<file path="src/rtl/keccak_pkg.sv">
// Shared Keccak constants, theta_apply FSM states and the lane-index helper.
package keccak_pkg;

    localparam int SLICES = 64;
    localparam int LANE_W = 25;
    localparam int PAR_W  = 320;
    localparam int ADR_W  = 6;

    typedef enum logic [2:0] {
        ST_IDLE,
        ST_READ,
        ST_WRITE,
        ST_DONE,
        ST_HOLD
    } state_t;

    // Bit position of lane (x,y) inside a slice.
    function automatic int idx(input int x, input int y);
        return x + 5 * y;
    endfunction

endpackage

</file>
<file path="src/rtl/theta_apply_if.sv">
// 25-bit slice port of Memory, as driven by theta_apply (master) and served by Memory (slave).
interface theta_apply_if;

    logic [keccak_pkg::ADR_W-1:0]  mem_adr;
    logic [0:keccak_pkg::LANE_W-1] mem_in;
    logic [0:keccak_pkg::LANE_W-1] mem_out;
    logic                          mem_r;
    logic                          mem_w;

    modport master (
        output mem_adr,
        output mem_in,
        output mem_r,
        output mem_w,
        input  mem_out
    );

    modport slave (
        input  mem_adr,
        input  mem_in,
        input  mem_r,
        input  mem_w,
        output mem_out
    );

endinterface

</file>
<file path="src/rtl/theta_d.sv">
// Theta correction for one slice: D[x] = C[x-1][z] ^ C[x+1][z-1], replicated over all five rows.
module theta_d
    import keccak_pkg::*;
(
    input  logic [0:4]        c_cur,
    input  logic [0:4]        c_prev,
    output logic [0:LANE_W-1] mask
);

    logic [0:4] d;

    generate
        for (genvar gi = 0; gi < 5; gi++) begin : g_col
            assign d[gi] = c_cur[(gi + 4) % 5] ^ c_prev[(gi + 1) % 5];
            for (genvar gj = 0; gj < 5; gj++) begin : g_row
                assign mask[idx(gi, gj)] = d[gi];
            end
        end
    endgenerate

endmodule

</file>
<file path="src/rtl/theta_apply.sv">
// Theta read-modify-write over all 64 slices of Memory using latched column parities.
// Optional THETA_APPLY_ERR_EN adds a sticky err flag for start re-assertion while busy.
module theta_apply
    import keccak_pkg::*;
(
    input  logic               clock,
    input  logic               reset,
    input  logic               start,
    input  logic [0:PAR_W-1]   parity,
    theta_apply_if.master      mem,
    output logic               done,
`ifdef THETA_APPLY_ERR_EN
    output logic               err,
`endif
    output logic               busy
);

    state_t             state_reg, state_next;
    logic [ADR_W-1:0]   z_reg;
    logic [0:PAR_W-1]   par_reg;
    logic [0:LANE_W-1]  slice_reg;
    logic [0:LANE_W-1]  mask;
    logic [ADR_W-1:0]   z_prev;
    logic [8:0]         base_cur;
    logic [8:0]         base_prev;
    logic               last_slice;

    // z-1 wraps naturally in six bits, so slice 0 picks up the parity of slice 63.
    assign z_prev     = z_reg - 1'b1;
    assign base_cur   = 9'(z_reg) * 9'd5;
    assign base_prev  = 9'(z_prev) * 9'd5;
    assign last_slice = (z_reg == ADR_W'(SLICES - 1));

    theta_d u_theta_d (
        .c_cur  (par_reg[base_cur  +: 5]),
        .c_prev (par_reg[base_prev +: 5]),
        .mask   (mask)
    );

    always_ff @(posedge clock) begin
        if (!reset) begin
            state_reg <= ST_IDLE;
        end else begin
            state_reg <= state_next;
        end
    end

    always_comb begin
        state_next = state_reg;
        case (state_reg)
            ST_IDLE:  if (start) state_next = ST_READ;
            ST_READ:  state_next = ST_WRITE;
            ST_WRITE: state_next = last_slice ? ST_DONE : ST_READ;
            ST_DONE:  state_next = ST_HOLD;
            ST_HOLD:  if (!start) state_next = ST_IDLE;
            default:  state_next = ST_IDLE;
        endcase
    end

    always_comb begin
        mem.mem_adr = '0;
        mem.mem_in  = '0;
        mem.mem_r   = 1'b0;
        mem.mem_w   = 1'b0;
        done        = 1'b0;
        busy        = 1'b0;
        case (state_reg)
            ST_READ: begin
                mem.mem_adr = z_reg;
                mem.mem_r   = 1'b1;
                busy        = 1'b1;
            end
            ST_WRITE: begin
                mem.mem_adr = z_reg;
                mem.mem_w   = 1'b1;
                mem.mem_in  = slice_reg ^ mask;
                busy        = 1'b1;
            end
            ST_DONE: begin
                done = 1'b1;
                busy = 1'b1;
            end
            default: ;
        endcase
    end

    // Parity is captured once per run so Colparity may move on immediately.
    always_ff @(posedge clock) begin
        if (!reset) begin
            z_reg     <= '0;
            par_reg   <= '0;
            slice_reg <= '0;
        end else begin
            case (state_reg)
                ST_IDLE: begin
                    if (start) begin
                        par_reg <= parity;
                        z_reg   <= '0;
                    end
                end
                ST_READ:  slice_reg <= mem.mem_out;
                ST_WRITE: if (!last_slice) z_reg <= z_reg + 1'b1;
                default: ;
            endcase
        end
    end

`ifdef THETA_APPLY_ERR_EN
    logic start_d_reg;
    logic err_reg;

    always_ff @(posedge clock) begin
        if (!reset) begin
            start_d_reg <= 1'b0;
            err_reg     <= 1'b0;
        end else begin
            start_d_reg <= start;
            if (start && !start_d_reg && busy) err_reg <= 1'b1;
        end
    end

    assign err = err_reg;
`endif

endmodule

</file>
<file path="src/flat_wrapper.sv">
// flat-port wrapper written by rule: the top's interface ports become plain ports
module theta_apply_flat import keccak_pkg::*;
  (clock, reset, start, parity, done, busy, mem_mem_adr, mem_mem_in, mem_mem_r, mem_mem_w, mem_mem_out);
  theta_apply_if mem_i ();
  input  logic clock;
  input  logic reset;
  input  logic start;
  input  logic [0:PAR_W-1] parity;
  output logic done;
  output logic busy;
  output wire logic [$bits(mem_i.mem_adr)-1:0] mem_mem_adr;
  output wire logic [$bits(mem_i.mem_in)-1:0] mem_mem_in;
  output wire logic [$bits(mem_i.mem_r)-1:0] mem_mem_r;
  output wire logic [$bits(mem_i.mem_w)-1:0] mem_mem_w;
  input wire logic [$bits(mem_i.mem_out)-1:0] mem_mem_out;
  assign mem_mem_adr = mem_i.mem_adr;
  assign mem_mem_in = mem_i.mem_in;
  assign mem_mem_r = mem_i.mem_r;
  assign mem_mem_w = mem_i.mem_w;
  assign mem_i.mem_out = mem_mem_out;
  theta_apply u_core (.clock(clock), .reset(reset), .start(start), .parity(parity), .mem(mem_i), .done(done), .busy(busy));
endmodule
</file>
<file path="config.mk">
export PLATFORM = sky130hd
export DESIGN_NAME = theta_apply_flat
export DESIGN_NICKNAME = d
export VERILOG_FILES = /design/src/rtl/keccak_pkg.sv /design/src/rtl/theta_apply_if.sv /design/src/rtl/theta_d.sv /design/src/rtl/theta_apply.sv /design/src/flat_wrapper.sv
export SDC_FILE = /design/constraint.sdc
export NUM_CORES = 2
export LEC_CHECK = 0
export BUFFER_PORTS_ARGS = -buffer_cell sky130_fd_sc_hd__buf_2
export CAP_MARGIN = 25
export CORE_MARGIN = 2
export CORE_UTILIZATION = 40
export DETAILED_ROUTE_END_ITERATION = 7
export MAX_ROUTING_LAYER = met4
export PLACE_DENSITY = 0.63
export SYNTH_ARGS = -nofsm -noshare
export SYNTH_HDL_FRONTEND = slang
export SYNTH_SLANG_ARGS = --single-unit
</file>
<file path="constraint.sdc">
create_clock -name clock -period 7.4 [get_ports clock]
set_input_delay 1.48 -clock clock [delete_from_list [all_inputs] [get_ports clock]]
set_output_delay 1.48 -clock clock [all_outputs]
set_load 0.02 [all_outputs]
</file>
==> flow_summary_export.csv <==
group,metric,value,unit
placement,port_buffers,382,
finish,syn2layout_area_growth,11.2,%
sta,tightest_slew,1.18,ns
setup_path,critical_path_buf_inv_count,4,
power_and_ir_drop,cellPowerDensity,155,mW/mm^2
logic_synthesis,yosysSeqAreaShare,0.191,
setup_path,crit_chain,"ha_1 -> ha_4 -> inv_1 -> fa_1 -> clkinv_1 -> nand2_1 -> a211oi_1 -> o31ai_1 -> o211ai_1 -> xor2_4 -> buf_4 -> mux2i_4 -> buf_2",
cts,cts_tree,"built",
logic_synthesis,synth_fp_nets,4088,
global_route,antenna_found_initial,12,
cts,clk_latency,0.59,ns
sta,fmaxAchievable,0.136,GHz
finish,n_fill_cell,8865,
cts,cts.path.max_buffers,3,
logic_synthesis,yosysWarnings,0,
logic_synthesis,synthArstFlopShare,0,
cts,holdBufCountCts,0,
power_and_ir_drop,power_frac_comb,0.318,
floorplanning,die-area,0.0952,sq mm
detailed_routing,wl_met1,59700,um
floorplanning,die_w,309,um
detailed_routing,wl_met2,65700,um
finish,largest_reg_flops,320,
cts,cts.clk_slew.worst_paths,0.06,ns
logic_synthesis,ys_ff_latch,354,
logic_synthesis,yosysUniqueCellTypes,84,
detailed_routing,drt_pass1_iterations,8,
sta,rsz0062_at_grt,"no",
detailed_routing,first_iter_violations,4849,
power_and_ir_drop,switching_share,0.360,
cts,cts_max_level,2,
placement,dp_hpwl,110000,um
setup_path,endpoint_kind,"output port",
logic_synthesis,syn_inst,3720,
global_route,grt_max_degree,197,
detailed_routing,ant_nets,0,
global_route,track_usage,0.322,
run_status,outcome,"finished with violations",
sta,post-route-period-util,0.991,
floorplanning,coreArea,0.0918,sq mm
cts,root_buffer,"clkbuf_16",
global_route,grt_pass1_vias,32500,
power_and_ir_drop,p_int,4.10,mW
setup_path,cp.arrival,5.86,ns
hold_path,hold_path.class,"register to register",
sta,slew_violations,0,
setup_path,critPathSlowestCell,"o31ai_1",
setup_path,path_class,"register to output port",
placement,gp_congestion,1.07,
power_and_ir_drop,seq_power_share,0.369,
cts,cts.sinks,354,
logic_synthesis,synth_top_flop_cell,"dfxtp_1",
sta,fin_skew,0.0185,ns
power_and_ir_drop,clock_power_share,0.314,
setup_path,crit_fanout,10,
logic_synthesis,synth_edf_count,0,
global_route,grt_overflow,0,
power_and_ir_drop,peakVddDrop,0.000133,V
run_status,violations,"DRC",
run,cap_violations,0,
setup_path,max_stage_delay,1.02,ns
detailed_routing,vias_per_cell,6.73,
setup_path,start_kind,"register",
power_and_ir_drop,p_sw,2.31,mW
sta,hold_viol,0,
floorplanning,num_rows,111,
sta,setup_tns,0,ns
logic_synthesis,syn_area_per_cell,9.98,sq um
power_and_ir_drop,p_leak,13.7,nW
floorplanning,die_y,309,um
finish,drive_above_1_share,0.324,
setup_path,required,5.92,ns
cts,cts_made_buffers,39,
sta,setup_violations,0,
setup_path,crit_family,"compound AO/OA/AOI/OAI gates",
detailed_routing,routed.top_layer,"met4",
placement,dp_slack,0.664,ns
detailed_routing,drt-total-wl,153000,um
logic_synthesis,syn_area,0.0371,sq mm
detailed_routing,met3_length,19300,um
detailed_routing,wire_per_inst,29.6,um
floorplanning,pin_count,383,
global_route,grt_pass1_wl,223000,um
floorplanning,start_util,0.404,
detailed_routing,vias,34800,
detailed_routing,drc,19,
sta,slew_headroom,0.208,
setup_path,ff2ff_setup_slack,4.82,ns
finish,layout.nets,4244,
sta,period_minus_slack,7.34,ns
sta,fin_ws,0.0648,ns
## layout by cell type (no fill, tap or decap), types with 10 or more instances in the layout
master     count
nand2_1      900
mux4_2       582
buf_2        381
dfxtp_1      352
a21boi_0     345
mux2i_1      226
buf_4        102
nor2_1        96
a22oi_1       69
a21oi_1       64
o21ai_0       64
mux2_2        50
nand3_1       43
clkbuf_16     41
o22ai_1       39
nand2b_1      38
a211oi_1      36
a221oi_1      29
nor3_1        28
a31oi_1       25
nor2b_1       21
and2_1        18
nand4_1       18
o211ai_1      15
inv_1         13
o221ai_1      13
ha_1          13
diode_2       12
buf_12        11
mux4_1        10
o2111ai_1     10
mux2i_4       10
## cells in the mapped netlist (18+ instances only)
library cell / count / area (sq um)
o22ai_1: 39 / 244
buf_2: 89 / 445
nand3_1: 44 / 220
a221oi_1: 30 / 263
nor2b_1: 24 / 150
ha_1: 18 / 225
buf_6: 37 / 417
a21oi_1: 64 / 320
clkbuf_1: 189 / 709
dfxtp_1: 354 / 7090
nand2b_1: 38 / 238
and2_1: 18 / 113
mux2_2: 50 / 563
nor3_1: 29 / 145
a21boi_0: 345 / 2590
nor2_1: 99 / 372
o21ai_0: 64 / 320
nand4_1: 18 / 113
mux2i_1: 237 / 2370
a31oi_1: 25 / 156
mux4_2: 582 / 13100
nand2_1: 900 / 3380
a211oi_1: 36 / 270
buf_4: 41 / 308
buf_1: 21 / 78.8
a22oi_1: 69 / 518
## final timing paths
kind | from | endpoint | cells after the start
worst max-delay path | u_core.z_reg[3] | mem_mem_in[11] | 13
worst min-delay path | u_core.slice_reg[0] | u_core.slice_reg[0] | 2
worst max register to register | u_core.state_reg[2] | u_core.par_reg[127] | 6
worst min register to register | u_core.slice_reg[0] | u_core.slice_reg[0] | 2
## power by group through the flow
stage	logic, mW	registers [mW]	clock network (mW)
after floorplan	1.37	2.22	0
after global placement	1.97	2.38	0
after detailed placement	1.97	2.38	0
after CTS	1.98	2.34	2.07
after global routing	2.14	2.37	2.13
final	2.04	2.36	2.01
## layout make-up
class	instances	area (sq um)	area share
sequential	354	7090	0.172
inverter	21	82.6	0.00200
antenna	12	30.0	0.000728
tap	1243	1560	0.0377
clock inverter	16	163	0.00394
timing repair buffer	506	3110	0.0753
clock buffer	56	1150	0.0279
multi-input combinational	2954	28100	0.681
## worst min-delay path: cells and delay by family (launching register included)
| kind | cells | cell delay (ns) |
|---|---|---|
| AOI/OAI and AO/OA | 1 | 0.06 |
| DFF | 1 | 0.32 |
| and+or+nand+nor | 1 | 0.05 |
## logic make-up (layout without fill, tap and decap cells)
logic type / Yosys count / in the layout / share of synthesized area
AOI/OAI and AO/OA: 810 / 810 / 0.158
and+or+nand+nor: 1222 / 1222 / 0.137
DFF: 354 / 354 / 0.191
xor gates and xnor gates: 23 / 23 / 0.00644
buffers and inverters: 412 / 599 / 0.0613
other: 0 / 12 / 0
muxes: 879 / 879 / 0.439
adders and majority gates: 20 / 20 / 0.00715
## repair_timing
| item | in CTS | in global routing |
|---|---|---|
| setup endpoints to repair | 4 | 20 |
| pin swaps | 0 | 4 |
| setup buffers | 0 | 4 |
| gates resized for setup | 1 | 15 |
| endpoints found under the hold margin | 0 | 0 |
| gates cloned | 0 | 1 |
## per-layer routing
| layer | GRT usage | vias up |
|---|---|---|
| met5 | - | - |
| met3 | 0.0904 | 465 |
| met1 | 0.428 | 17000 |
| met4 | 0.140 | 0 |
| met2 | 0.458 | 2571 |
| li1 | - | 14700 |
## per-stage QoR
stage	total power, mW	cell area [sq um]	util	instances	hold WS (ns)
floorplan	3.59	37300	-	3720	0.450
global placement	4.35	39700	0.433	5072	0.462
detailed placement	4.35	39700	0.433	5072	0.469
CTS	6.39	41100	0.447	5144	0.479
global route	6.65	41300	0.450	5162	0.505
finish	6.41	41300	0.450	5162	0.474
(Power assumes the default switching activity.)
